`config.mk`:
```
export PLATFORM = sky130hd
export DESIGN_NAME = program_loader
export DESIGN_NICKNAME = d
export VERILOG_FILES = /design/src/rtl/program_loader.sv
export SDC_FILE = /design/constraint.sdc
export NUM_CORES = 1
export LEC_CHECK = 0
export ABC_AREA = 1
export BUFFER_PORTS_ARGS = -buffer_cell sky130_fd_sc_hd__buf_4
export CORE_MARGIN = 1
export CORE_UTILIZATION = 46
export DETAILED_ROUTE_END_ITERATION = 7
export PLACE_DENSITY = 0.69
export SYNTH_ARGS = -nofsm -noshare
export SYNTH_HDL_FRONTEND = slang
export SYNTH_SLANG_ARGS = --single-unit
export TNS_END_PERCENT = 10
```
`constraint.sdc`:
```
create_clock -name clk -period 2.2 [get_ports clk]
set_input_delay 0.55 -clock clk [delete_from_list [all_inputs] [get_ports clk]]
set_output_delay 0.55 -clock clk [all_outputs]
set_load 0.01 [all_outputs]
```
`src/rtl/program_loader.sv`:
```
// Serial program loader: length-prefixed byte stream packed into 32-bit words and written to instruction memory.
// Define PROGRAM_LOADER_CSUM_EN to add a trailing XOR checksum byte and the ERROR path.
module program_loader #(
    parameter int ADDR_W = 10
) (
    input  logic              clk,
    input  logic              rst_n,
    input  logic              start,
    input  logic [7:0]        byte_in,
    input  logic              byte_valid,
    output logic              byte_ready,
    output logic              imem_we,
    output logic [ADDR_W-1:0] imem_addr,
    output logic [31:0]       imem_wdata,
    output logic              cpu_hold,
    output logic              load_done,
    output logic              load_err
);

    typedef enum logic [2:0] {
        IDLE, LEN_HI, LEN_LO, DATA, WRITE,
`ifdef PROGRAM_LOADER_CSUM_EN
        CSUM,
`endif
        DONE, ERROR
    } state_t;

    state_t            r_state, w_state_nxt;
    logic [15:0]       r_len;
    logic [15:0]       r_wcnt;
    logic [1:0]        r_bcnt;
    logic [ADDR_W-1:0] r_addr;
    logic [31:0]       r_wdata;
    logic              w_acc;
    logic              w_start_ok;
    logic              w_more;

    assign w_acc      = byte_valid && byte_ready;
    assign w_start_ok = start && (r_state == IDLE || r_state == DONE || r_state == ERROR);
    assign w_more     = ({1'b0, r_wcnt} + 17'd1) < {1'b0, r_len};

    assign byte_ready = (r_state == LEN_HI) || (r_state == LEN_LO) || (r_state == DATA)
`ifdef PROGRAM_LOADER_CSUM_EN
                        || (r_state == CSUM)
`endif
                        ;
    assign imem_we    = (r_state == WRITE);
    assign imem_addr  = r_addr;
    assign imem_wdata = r_wdata;
    assign cpu_hold   = (r_state != DONE);
    assign load_done  = (r_state == DONE);

`ifdef PROGRAM_LOADER_CSUM_EN
    logic [7:0] r_csum;
    localparam state_t TAIL = CSUM;
    assign load_err = (r_state == ERROR);

    always_ff @(posedge clk or negedge rst_n) begin
        if (!rst_n)                          r_csum <= 8'd0;
        else if (w_start_ok)                 r_csum <= 8'd0;
        else if (r_state == DATA && w_acc)   r_csum <= r_csum ^ byte_in;
    end
`else
    localparam state_t TAIL = DONE;
    assign load_err = 1'b0;
`endif

    always_ff @(posedge clk or negedge rst_n) begin
        if (!rst_n) r_state <= IDLE;
        else        r_state <= w_state_nxt;
    end

    always_comb begin
        w_state_nxt = r_state;
        unique case (r_state)
            IDLE, DONE, ERROR: if (start) w_state_nxt = LEN_HI;
            LEN_HI:            if (w_acc) w_state_nxt = LEN_LO;
            LEN_LO:            if (w_acc) w_state_nxt = ({r_len[15:8], byte_in} != 16'd0) ? DATA : TAIL;
            DATA:              if (w_acc && r_bcnt == 2'd3) w_state_nxt = WRITE;
            WRITE:             w_state_nxt = w_more ? DATA : TAIL;
`ifdef PROGRAM_LOADER_CSUM_EN
            CSUM:              if (w_acc) w_state_nxt = (byte_in == r_csum) ? DONE : ERROR;
`endif
            default:           w_state_nxt = IDLE;
        endcase
    end

    // Word data shifts in big-endian, so after four bytes the first one sits in [31:24].
    always_ff @(posedge clk or negedge rst_n) begin
        if (!rst_n) begin
            r_len   <= 16'd0;
            r_wcnt  <= 16'd0;
            r_bcnt  <= 2'd0;
            r_addr  <= '0;
            r_wdata <= 32'd0;
        end else if (w_start_ok) begin
            r_len  <= 16'd0;
            r_wcnt <= 16'd0;
            r_bcnt <= 2'd0;
            r_addr <= '0;
        end else begin
            case (r_state)
                LEN_HI: if (w_acc) r_len[15:8] <= byte_in;
                LEN_LO: if (w_acc) r_len[7:0]  <= byte_in;
                DATA: if (w_acc) begin
                    r_wdata <= {r_wdata[23:0], byte_in};
                    r_bcnt  <= r_bcnt + 2'd1;
                end
                WRITE: begin
                    r_addr <= r_addr + 1'b1;
                    r_wcnt <= r_wcnt + 16'd1;
                end
                default: ;
            endcase
        end
    end

endmodule

```
Yosys cells after proc, flatten, opt, wreduce, memory -nomap -nowiden
Cells that the tools add are included.

Bits of input ports: 12. Register bits after elaboration: 79. Output and inout port bits: 47. Word-level logic and storage cells: 63.

Bitwise gates (word level): 1. $add $sub $neg: 4. Mux-type cells: 18. Order comparisons: 1. Reductions and logical operators: 20. Equality and inequality tests: 12.

Operators by type and width (number): 16-bit two-way mux (3); 8-bit two-way mux (3); 10-bit two-way mux (2); 3-bit two-way mux (6); 16-bit by 1-bit adder with 17-bit output (second input constant) (1); 17-bit by 16-bit < comparator with 1-bit output (1); 16-bit by 1-bit adder with 16-bit output (second input constant) (1); 16-bit nonzero test (1); 3-bit one-hot mux with 5 select lines (1); 10-bit by 1-bit adder with 10-bit output (second input constant) (1); 2-bit nonzero test (5); 3-bit == test (second input constant) (3); 3-bit by 2-bit == test with 1-bit output (second input constant) (2); 2-bit two-way mux (3); 2-bit != test (second input constant) (3); 2-bit AND reduction (3); 1-bit logical OR (4); 4-bit AND reduction (1); 3-bit by 1-bit == test with 1-bit output (second input constant) (1); 1-bit logical AND (3); 3-bit zero test (1); 3-bit != test (second input constant) (1); 3-bit AND reduction (1); 3-bit OR reduction (1); other kinds (4) (4).

Longest topological paths before layout
Depth in word-level cells: 7. Gate-level depth with buffers: 20. Mapped depth without buffers: 20.

Worst setup path before layout
OpenSTA, ideal clock, no wires.

Path kind: reg-to-reg. Start point: reg r_wcnt[0]. End point: reg r_state[2]. Setup slack: 0.003 ns. Clock period less this slack: 2.197 ns. Data arrival time: 2.080 ns. Required time: 2.084 ns. Library setup time: 0.116 ns. Cell stages (with the launch flop): 18. Cells stage by stage: dfrtp_1 -> ha_1 -> nand2_1 -> nor2_2 -> nand3_1 -> nor2_1 -> inv_1 -> xor2_1 -> ha_1 -> and3_1 -> nand2_1 -> nand2_1 -> nor2_1 -> nand2_1 -> nand2_1 -> nand2_1 -> nand2_1 -> nand2_1.

Longest elaborated chain between the ends: 4.

Ends and longest elaborated chain: start, declared (RTL line 30) `logic [15:0] r_wcnt;`; start signal, assigned (RTL line 111) `r_wcnt <= r_wcnt + 16'd1;`; 16-bit by 1-bit adder with 17-bit output (RTL line 40) `assign w_more = ({1'b0, r_wcnt} + 17'd1) < {1'b0, r_len};`; 17-bit by 16-bit < comparator with 1-bit output (RTL line 40); 3-bit two-way mux (RTL line 80) `WRITE: w_state_nxt = w_more ? DATA : TAIL;`; 3-bit one-hot mux with 5 select lines (RTL line 75) `unique case (r_state)`; end signal, assigned (RTL line 70) `else r_state <= w_state_nxt;`; end, declared (RTL line 28) `state_t r_state, w_state_nxt;`.

Every way passes these cells. A chain may end at the register's enable or synchronous reset.

Final worst setup path
Start point: reg r_wcnt[1]. End point: reg r_state[2].

The elaborated chain is that of the path after synthesis.

==> impl_metrics.json <==
{
  "path_cells": "ha_2, nand2_1, nor2_4, nand3_2, nor2_1, inv_1, xor2_1, ha_1, and3_1, nand2_1, nand2_1, nor2_1, nand2_1, nand2_1, nand2_1, nand2_1, nand2_1",
  "async_flop_share_pct": 100,
  "first_iter_violations": 173,
  "switching_share_pct": 38.7,
  "critical_path.top_delay_family": "simple AND/OR/NAND/NOR gates",
  "power_density_cells_nw_per_um2": 1190,
  "global_route_wire_length_before_repair_um": 14600,
  "synth_top_area_share_pct": 48.2,
  "comb_power_share_pct": 40.6,
  "timing.critical_path.slowest_cell_delay_ns": 0.37,
  "design.die.area_um2": 9290,
  "layout.nets": 605,
  "critical_path_buf_inv_count": 1,
  "route.final.wire_length_um": 8770,
  "achievable-frequency_mhz": 436,
  "portBuffers": 57,
  "num-fill-cells": 806,
  "ir_drop_mv": 0.791,
  "vias_per_cell": 4.92,
  "antenna_cells": 0,
  "htree_levels": 3,
  "design.core.area_um2": 8680,
  "cts_tree": "done",
  "clock_insertion_delay_worst_skew_ns": 0.36,
  "post_synth_inst_count": 496,
  "post_route_cells_drive_above_1_share_pct": 22.2,
  "setup_viol_count_final": 2,
  "crit_path_max_fanout": 5,
  "cts_inserted_buffers": 9,
  "vias_in_the_first_global_route": 3098,
  "number_of_synthesized_flops_with_an_enable_pin": 0,
  "p_seq_share_pct": 38.4,
  "dieWidth_um": 96.4,
  "grt_start_max_net_pins": 61,
  "p_leak_nw": 2.72,
  "sink_count": 79,
  "synth.largest_area_cell": "sky130_fd_sc_hd__dfrtp_1",
  "switchingPower_w": 0.00233,
  "mappedNetlistNets": 526,
  "post-layout-total-power_w": 0.00602,
  "finalCriticalPeriod_ns": 2.29,
  "initial_core_util_pct": 47.2,
  "route.antenna.remaining_nets": 0,
  "avgSynthCellArea_um2": 8.27,
  "critPathLaunchType": "flip-flop",
  "internal_power_of_the_cells_w": 0.00369,
  "timing.setup.tns_ns": -0.164,
  "cts.path.max_buffers": 2,
  "syn_area_um2": 4100,
  "worst_clk_skew_ns": 0.0114,
  "syn2layout_area_growth_pct": 23.3,
  "setup_slack_placement_ns": -0.168,
  "avgRoutedWirePerCell_um": 12.7,
  "outcome": "finished, violations left",
  "hp-class": "in2async",
  "reg2reg_setup_slack_ns": -0.09,
  "max_capacitance_violation_total": 0,
  "min_period_over_period_pct": 104,
  "violated_checks": "negative setup slack",
  "worst_path_most_repeated_cell": "sky130_fd_sc_hd__nand2_1",
  "groute.usage.overall_pct": 20.8,
  "rows": 34,
  "final.hold.worst_slack_ns": 0.0968,
  "cts-root-buf": "sky130_fd_sc_hd__clkbuf_8",
  "timing_hold_violations_final": 0,
  "pin_count": 59,
  "ys_seq_area_share_pct": 48.2,
  "seqCellArea_um2": 1980,
  "end_kind": "flip-flop",
  "crit_type": "reg2reg",
  "synth_cell_type_count": 33,
  "dr_total_vias": 3382,
  "synth-seq-cells": 79,
  "grt_antenna_before_repair": 0,
  "post-route-worst-setup-slack_ns": -0.0940,
  "clkSlewWorstSetupHoldPaths_ns": 0.09,
  "globalRoute.totalOverflow": 0,
  "critPathArrivalTime_ns": 2.54,
  "die_h_um": 96.4,
  "drc": 0,
  "place.detailed.hpwl_um": 6450,
  "synth_top_flop_cell": "sky130_fd_sc_hd__dfrtp_1",
  "firstDrtPassIters": 5,
  "share_clk_of_total_power_pct": 21.1,
  "netlist_top_cells_area": "sky130_fd_sc_hd__dfrtp_1 48%, sky130_fd_sc_hd__nand2_1 12%, sky130_fd_sc_hd__inv_1 7.3%, sky130_fd_sc_hd__ha_1 5.5%, sky130_fd_sc_hd__o21ai_0 3.3%",
  "gp_congestion": 0.902,
  "postLayoutCoreUtil_pct": 58.2,
  "critPathSlowestCell": "sky130_fd_sc_hd__dfrtp_1",
  "grt_setup_unrepaired": "true",
  "worst_ep_required_time_ns": 2.45,
  "slew_violations": 0,
  "synth.yosys.warnings": 0,
  "multi_input_area_um2": 1740,
  "holdBufCountCts": 0
}
[through the flow]
step	std cells	area, um^2
4_1_cts	688	5050
2_1_floorplan	496	4100
5_1_grt	688	5050
6_report	688	5050
3_3_place_gp	666	4740
3_5_place_dp	666	4740
[final cells by class]
class                           count  area share, %
Inverter                           84           6.24
Sequential cell                    79           39.1
Clock inverter                      6           1.93
Clock buffer                       10           2.72
Tap cell                          108           2.67
Multi-Input combinational cell    317           34.4
Timing Repair Buffer               84           13.0
[synthesized netlist by cell type, types with 8 or more instances]
| master | n |
|---|---|
| sky130_fd_sc_hd__mux2_2 | 8 |
| sky130_fd_sc_hd__a21oi_1 | 19 |
| sky130_fd_sc_hd__xor2_1 | 13 |
| sky130_fd_sc_hd__nor2_1 | 35 |
| sky130_fd_sc_hd__inv_1 | 80 |
| sky130_fd_sc_hd__o21ai_0 | 27 |
| sky130_fd_sc_hd__nand3_1 | 13 |
| sky130_fd_sc_hd__dfrtp_1 | 79 |
| sky130_fd_sc_hd__o21ai_1 | 17 |
| sky130_fd_sc_hd__nand4_1 | 8 |
| sky130_fd_sc_hd__nand2_1 | 127 |
| sky130_fd_sc_hd__ha_1 | 18 |
[path summary, 6_finish.rpt]
path                             endpoint  cells past startpoint      startpoint
setup / recovery               r_state[2]                     17       r_wcnt[1]
max in group asynchronous      r_wcnt[12]                      2           rst_n
hold / removal             imem_wdata[24]                      1           rst_n
hold reg to reg            imem_wdata[28]                      2  imem_wdata[28]
setup reg to reg               r_state[2]                     17       r_wcnt[1]
min in group clk           imem_wdata[28]                      2  imem_wdata[28]
[power by group through the flow]
| stage | clock, W | combinational [W] | sequential (W) |
|---|---|---|---|
| after floorplan | 0 | 0.00148 | 0.00240 |
| after global placement | 0 | 0.00240 | 0.00232 |
| after detailed placement | 0 | 0.00246 | 0.00233 |
| after CTS | 0.00130 | 0.00247 | 0.00231 |
| after global routing | 0.00135 | 0.00278 | 0.00239 |
| final | 0.00127 | 0.00244 | 0.00231 |
[logic make-up after synthesis]
logic type | count (synthesis) | share of synthesized area, %
muxes | 8 | 2.20
buffers and inverters | 100 | 10.2
xor gates and xnor gates | 14 | 2.99
DFF | 79 | 48.2
adders and majority gates | 18 | 5.49
AOI/OAI and AO/OA | 74 | 10.3
and+or+nand+nor | 202 | 20.5
other | 1 | 0.0915
[metal layers]
layer / vias up / GRT usage, % / routed length [um]
li1: 1717 / - / -
met1: 1602 / 28.4 / 4230
met2: 57 / 33.2 / 4180
met3: 6 / 4.93 / 268
met4: 0 / 6.00 / 84
met5: - / 0 / 0
[placed cells by master, fill, tap and decap left out, drive strengths merged, types with 5 or more instances in the layout]
cell and instances:
clkbuf 10, mux2 8, nor2 39, buf 84, nor3 7, nand4 8, nand3 13, a22oi 5
a21oi 19, inv 87, xor2 13, dfrtp 79, o21ai 44, ha 18, nand2 129
[state kept, by name, indices dropped and copies added (netlist names)]
| signal | count |
|---|---|
| imem_addr | 10 |
| r_state | 3 |
| r_bcnt | 2 |
| r_len | 16 |
| imem_wdata | 32 |
| r_wcnt | 16 |
[repair_timing]
action | in CTS | in global routing
gates resized for setup | 5 | 2
setup buffers | 6 | 0
endpoints found under the setup margin | 2 | 2
pin swaps | 1 | 0
(Power assumes the default switching activity.)
